==> src/rtl/rm_lane_scheduler.sv <==
// rm_lane_scheduler: owns the pool of runtime-monitor lanes.
// Each newly enqueued monitored instruction is granted the lowest-index FREE
// lane in the same cycle. The lane captures the instruction's itype and PC and
// stays ACTIVE until the router releases it. A lane that stays ACTIVE too long
// is reclaimed by a per-lane age watchdog. In that case the lane spends one
// cycle in RECLAIM and signals a timeout pulse before it returns to FREE.
module rm_lane_scheduler #(
    parameter int NUM_LANES         = 7,
    parameter int NUM_MONITORED_INS = 2,
    parameter int TIMEOUT_CYCLES    = 1024,
    parameter int VLEN              = 64,
    localparam int ITYPE_W = (NUM_MONITORED_INS > 2) ? $clog2(NUM_MONITORED_INS) : 1,
    localparam int LANE_W  = (NUM_LANES > 1) ? $clog2(NUM_LANES) : 1,
    localparam int CNT_W   = $clog2(NUM_LANES + 1),
    localparam int AGE_W   = $clog2(TIMEOUT_CYCLES)
) (
    input  logic                           clk_i,
    input  logic                           rst_i,
    input  logic                           flush_i,
    input  logic                           alloc_req_i,
    input  logic [ITYPE_W-1:0]             alloc_itype_i,
    input  logic [VLEN-1:0]                alloc_pc_i,
    output logic                           alloc_gnt_o,
    output logic [LANE_W-1:0]              alloc_lane_o,
    output logic                           alloc_full_o,
    input  logic [NUM_LANES-1:0]           lane_release_i,
    output logic [NUM_LANES-1:0]           lane_busy_o,
    output logic [NUM_LANES*ITYPE_W-1:0]   lane_itype_o,
    output logic [NUM_LANES*VLEN-1:0]      lane_pc_o,
    output logic [NUM_LANES-1:0]           lane_timeout_o,
    output logic [CNT_W-1:0]               occupancy_o
);

    typedef enum logic [1:0] {
        LANE_FREE    = 2'b00,
        LANE_ACTIVE  = 2'b01,
        LANE_RECLAIM = 2'b10
    } lane_state_e;

    localparam logic [AGE_W-1:0] AGE_MAX = AGE_W'(TIMEOUT_CYCLES - 1);

    lane_state_e          state_r [NUM_LANES];
    logic [AGE_W-1:0]     age_r   [NUM_LANES];
    logic [ITYPE_W-1:0]   itype_r [NUM_LANES];
    logic [VLEN-1:0]      pc_r    [NUM_LANES];

    logic [NUM_LANES-1:0] free_r;
    logic [NUM_LANES-1:0] busy_r;
    logic [NUM_LANES-1:0] timeout_r;
    logic [CNT_W-1:0]     occ_r;
    logic                 full_r;

    logic                 gnt_s;
    logic [LANE_W-1:0]    gnt_lane_s;
    logic [NUM_LANES-1:0] gnt_vec_s;
    logic [NUM_LANES-1:0] expire_s;
    logic [NUM_LANES-1:0] busy_nxt_s;

    // Number of set bits in a lane vector. The result never exceeds NUM_LANES.
    function automatic logic [CNT_W-1:0] popcount(input logic [NUM_LANES-1:0] v);
        logic [CNT_W-1:0] c;
        c = '0;
        for (int i = 0; i < NUM_LANES; i++) begin
            c = c + CNT_W'(v[i]);
        end
        return c;
    endfunction

    // Grant selection, watchdog expiry, and the busy vector after the next edge.
    always_comb begin
        gnt_lane_s = '0;
        gnt_vec_s  = '0;
        expire_s   = '0;
        busy_nxt_s = '0;
        // The lowest-index free lane wins. The loop scans downward, so the last hit is the lowest index.
        for (int l = NUM_LANES - 1; l >= 0; l--) begin
            if (free_r[l]) begin
                gnt_lane_s = LANE_W'(l);
            end else begin
                gnt_lane_s = gnt_lane_s;
            end
        end
        gnt_s = alloc_req_i & ~flush_i & ~rst_i & (|free_r);
        if (!gnt_s) begin
            gnt_lane_s = '0;
        end else begin
            gnt_lane_s = gnt_lane_s;
        end
        for (int l = 0; l < NUM_LANES; l++) begin
            gnt_vec_s[l]  = gnt_s & (gnt_lane_s == LANE_W'(l));
            expire_s[l]   = (state_r[l] == LANE_ACTIVE) & (age_r[l] == AGE_MAX)
                            & ~lane_release_i[l];
            // A lane is busy after the edge if it is granted now, or if it is ACTIVE and not released.
            // An ACTIVE lane that expires moves to RECLAIM, which still counts as busy.
            busy_nxt_s[l] = ~flush_i & (gnt_vec_s[l]
                            | ((state_r[l] == LANE_ACTIVE) & ~lane_release_i[l]));
        end
    end

    // Per-lane FSM, age watchdog, capture of itype/pc, and registered status outputs.
    always_ff @(posedge clk_i) begin
        if (rst_i) begin
            for (int l = 0; l < NUM_LANES; l++) begin
                state_r[l] <= LANE_FREE;
                age_r[l]   <= '0;
                itype_r[l] <= '0;
                pc_r[l]    <= '0;
            end
            free_r    <= '1;
            busy_r    <= '0;
            timeout_r <= '0;
            occ_r     <= '0;
            full_r    <= 1'b0;
        end else begin
            for (int l = 0; l < NUM_LANES; l++) begin
                if (flush_i) begin
                    state_r[l] <= LANE_FREE;
                    age_r[l]   <= '0;
                end else begin
                    case (state_r[l])
                        LANE_FREE: begin
                            if (gnt_vec_s[l]) begin
                                state_r[l] <= LANE_ACTIVE;
                                age_r[l]   <= '0;
                                itype_r[l] <= alloc_itype_i;
                                pc_r[l]    <= alloc_pc_i;
                            end
                        end
                        LANE_ACTIVE: begin
                            if (lane_release_i[l]) begin
                                state_r[l] <= LANE_FREE;
                            end else if (age_r[l] == AGE_MAX) begin
                                state_r[l] <= LANE_RECLAIM;
                            end else begin
                                age_r[l] <= age_r[l] + AGE_W'(1);
                            end
                        end
                        LANE_RECLAIM: begin
                            state_r[l] <= LANE_FREE;
                        end
                        default: begin
                            state_r[l] <= LANE_FREE;
                            age_r[l]   <= '0;
                        end
                    endcase
                end
            end
            free_r    <= ~busy_nxt_s;
            busy_r    <= busy_nxt_s;
            timeout_r <= expire_s & {NUM_LANES{~flush_i}};
            occ_r     <= popcount(busy_nxt_s);
            full_r    <= &busy_nxt_s;
        end
    end

    // Flatten the per-lane itype/pc storage onto the output buses.
    always_comb begin
        lane_itype_o = '0;
        lane_pc_o    = '0;
        for (int l = 0; l < NUM_LANES; l++) begin
            lane_itype_o[l*ITYPE_W +: ITYPE_W] = itype_r[l];
            lane_pc_o[l*VLEN +: VLEN]          = pc_r[l];
        end
    end

    assign alloc_gnt_o    = gnt_s;
    assign alloc_lane_o   = gnt_lane_s;
    assign alloc_full_o   = full_r;
    assign lane_busy_o    = busy_r;
    assign lane_timeout_o = timeout_r;
    assign occupancy_o    = occ_r;

endmodule
==> config.mk <==
export PLATFORM = sky130hd
export DESIGN_NAME = rm_lane_scheduler
export DESIGN_NICKNAME = d
export VERILOG_FILES = /design/src/rtl/rm_lane_scheduler.sv
export SDC_FILE = /design/constraint.sdc
export NUM_CORES = 1
export LEC_CHECK = 0
export CORE_ASPECT_RATIO = 0.7
export CORE_MARGIN = 10
export CORE_UTILIZATION = 53
export CTS_CLUSTER_SIZE = 40
export DETAILED_ROUTE_END_ITERATION = 8
export GPL_ROUTABILITY_DRIVEN = 0
export PLACE_DENSITY = 0.86
export SYNTH_ARGS = -nofsm -noshare
export SYNTH_HDL_FRONTEND = slang
export SYNTH_SLANG_ARGS = --single-unit
==> constraint.sdc <==
create_clock -name clk_i -period 6.15 [get_ports clk_i]
set_input_delay 0.615 -clock clk_i [delete_from_list [all_inputs] [get_ports clk_i]]
set_output_delay 0.615 -clock clk_i [all_outputs]
set_load 0.005 [all_outputs]
==> flow_summary.json <==
{
  "status": "complete, no violations",
  "drc_errors": 0,
  "holdPathStages": 1,
  "vias": 14820,
  "vias_per_cell": 5.542,
  "arrival_ps": 4920,
  "cp_top_family": "adder cells",
  "start_kind": "input pin",
  "r2r_setup_slack_ps": 2150,
  "async_flop_share": 0,
  "fp.dieW_um": 260.7,
  "grt_max_degree": 78,
  "cts_setup_buffers": 0,
  "relSlewSlack": 0.1897,
  "clockBufferDepth": 3,
  "crit_top_cell": "fa_1",
  "clkSinkCount": 564,
  "path_cells": "clkdlybuf4s50_1, nor3b_2, nand3b_1, nor2b_1, or2_2, fa_1, inv_1, fa_1, fa_1, fa_1, nor2b_1",
  "hold_viol_final": 0,
  "finalNetCount": 2186,
  "syn_nets": 1642,
  "htreeDepth": 2,
  "r2r-end": "occupancy_o[1]$_SDFF_PP0_",
  "swShare": 0.2195,
  "rsz0062_at_grt": "no",
  "syn_area_mm2": 0.02149,
  "antenna_found_initial": 0,
  "place_ws_ps": 1155,
  "busiest_layer": "met2",
  "maxCapViolations": 0,
  "die_h_um": 188.5,
  "max_stage_delay_ps": 790,
  "fin_area_mm2": 0.02912,
  "p_int_mw": 6.408,
  "ys_warn_count": 0,
  "crit_type": "in2reg",
  "area_growth_pct": 35.53,
  "hold-worst-slack_ps": 602.3,
  "hpwl_um": 44930,
  "grt_pass1_vias": 14748,
  "synth-edff-count": 539,
  "r2r_cells": 9,
  "drt_iter0_drc": 1589,
  "n_antenna_cell": 0,
  "post-route-min-period_ps": 4525,
  "grtUsageMet1": 0.3212,
  "crit_fanout": 13,
  "final_max_slew_viol_count": 0,
  "synthCells": 1554,
  "start_util": 0.5393,
  "drive_gt1_frac": 0.05002,
  "powerDensity_mw_per_mm2": 281.9,
  "total_power_mw": 8.210,
  "slowest_stage": "nor3b_2",
  "clock-root-buffer": "clkbuf_16",
  "cts_resized": 0,
  "crit_end": "occupancy_o[1]$_SDFF_PP0_",
  "clk_latency_ps": 580,
  "finish.utilization": 0.7309,
  "end_kind": "flip-flop",
  "firstDrtPassIters": 6,
  "cp_num_buf_inv": 2,
  "fmax_mhz": 221.0,
  "ir_worst_vdd_mv": 0.2963,
  "io_pins": 553,
  "tns_ps": 0,
  "placed_cells": 2578,
  "grt_pass1_wl_um": 98080,
  "final_cells": 2674,
  "crit_path_start": "flush_i",
  "syn_avg_cell_area_um2": 13.83,
  "wl_per_cell_um": 25.39,
  "synth-seq-cells": 564,
  "setup_viol": 0,
  "tightest_slew_ps": 1215,
  "grt-ovfl-total": 0,
  "track_usage": 0.2678,
  "r2r_start": "free_r[0]$_SDFF_PP1_",
  "synth_flop_cell": "edfxtp_1",
  "cp.depth": 11,
  "pwr-share-comb": 0.077,
  "holdBufCountCts": 0,
  "portBuffers": 552,
  "yosysSeqAreaShare": 0.7766,
  "wl_um": 67880,
  "worst_slack_ps": 1625,
  "seqPwrFrac": 0.542,
  "die-area_mm2": 0.04912,
  "pwr-share-clk": 0.380,
  "finClkSkew_ps": 31.04,
  "holdCritPathClass": "reg2reg",
  "power.switching_mw": 1.802,
  "cts_tree": "built",
  "post-route-period-util": 0.7357,
  "postRouteAntennaNets": 0,
  "core_mm2": 0.03984,
  "placed_cell_area_mm2": 0.02749,
  "use_met3": 0.08584,
  "crit_required_ps": 6550,
  "met2_usage": 0.4484,
  "path_clk_slew_ps": 60,
  "rows": 61,
  "p_leak_nw": 10.58,
  "synth_cell_types": 48,
  "cts_buffers": 53
}
## worst min-delay path by stage
stage | startpoint | to | slack, ps
2_1_floorplan | free_r[6]$_SDFF_PP1_ | lane_busy_o[6]$_SDFF_PP0_ | 520
3_3_place_gp | age_r[5][0]$_SDFFCE_PP0P_ | age_r[5][0]$_SDFFCE_PP0P_ | 580
3_5_place_dp | age_r[5][0]$_SDFFCE_PP0P_ | age_r[5][0]$_SDFFCE_PP0P_ | 590
4_1_cts | age_r[5][0]$_SDFFCE_PP0P_ | age_r[5][0]$_SDFFCE_PP0P_ | 600
5_1_grt | age_r[5][0]$_SDFFCE_PP0P_ | age_r[5][0]$_SDFFCE_PP0P_ | 630
6_report | age_r[5][0]$_SDFFCE_PP0P_ | age_r[5][0]$_SDFFCE_PP0P_ | 600
## metal layers
layer	vias to the layer above	part of all wire
met3	157	0.12
met1	7300	0.36
met2	948	0.48
li1	6415	-
met4	0	0.039
met5	-	0
## synthesized netlist by cell type (3+ instances only)
library cell  count  area share
edfxtp_1        539        0.75
nor2_1          482       0.084
inv_1            93       0.016
nand2b_1         81       0.024
clkbuf_1         40      0.0070
nand2_1          40      0.0070
nand3_1          39      0.0091
xnor2_1          27       0.011
dfxtp_1          25       0.023
xor2_1           24      0.0098
a21oi_1          15      0.0035
buf_2            14      0.0033
nand4_1          14      0.0041
nor3_1           14      0.0033
buf_4            10      0.0035
nor4_1           10      0.0029
ha_1              8      0.0047
nor2b_1           7      0.0020
o21ai_0           7      0.0016
or3_1             7      0.0020
nor3b_1           6      0.0021
and4_1            5      0.0020
or2_2             5      0.0015
buf_6             4      0.0021
fa_1              4      0.0037
and2_1            3     0.00087
and3_1            3     0.00087
## flip-flops by register name, summed over array words and instances, names as in the netlist
register / cells
lane_busy_o: 7
free_r: 7
state_r: 14
lane_timeout_o: 7
age_r: 70
alloc_full_o: 1
occupancy_o: 3
pc_r: 448
itype_r: 7
## kinds of logic (layout without fill, tap and decap cells)
group | count (synthesis) | after routing | synth area share
XOR/XNOR | 51 | 51 | 0.02079
adder cells (fa/ha/maj) | 12 | 12 | 0.008386
buffers and inverters | 164 | 749 | 0.03267
AO/OA/AOI/OAI | 34 | 34 | 0.01008
AND/OR/NAND/NOR | 729 | 729 | 0.1515
flip-flops | 564 | 564 | 0.7766
## cell usage in the layout, fill, tap and decap left out, types with 3 or more instances in the layout
cell type        netlist  layout
clkdlybuf4s50_1        0     551
edfxtp_1             539     539
nor2_1               482     482
inv_1                 93      93
nand2b_1              81      74
clkbuf_16              0      55
nand2_1               40      40
nand3_1               39      35
xnor2_1               27      27
dfxtp_1               25      25
xor2_1                24      24
a21oi_1               15      15
clkbuf_1              40      15
nor3_1                14      14
nand4_1               14      14
nor4_1                10      10
clkinv_2               0      10
ha_1                   8       8
buf_4                 10       8
nor2b_1                7       7
o21ai_0                7       7
nand2b_4               0       7
clkinv_1               0       7
nor3b_1                6       6
or3_1                  7       6
or2_2                  5       5
and4_1                 5       5
nand3_4                0       4
fa_1                   4       4
clkbuf_8               0       4
and2_1                 3       3
and3_1                 3       3
## layout make-up
cell class              count  area, um2
repair buffers            560       5580
flip-flops and latches    564      16690
well taps                 535      669.4
inverters                  93      349.1
multi-input cells         826       4209
clock inverters            22      138.9
fillers                  2428      10720
clock buffers              74       1488
## power groups by stage
stage / clock network, mW / registers [mW] / logic, mW
after global routing: 3.29 / 4.47 / 0.666
after global placement: 0 / 4.52 / 0.620
after floorplan: 0 / 4.53 / 0.164
after detailed placement: 0 / 4.53 / 0.632
final: 3.12 / 4.45 / 0.633
after CTS: 3.15 / 4.45 / 0.638
(Power assumes the default switching activity.)
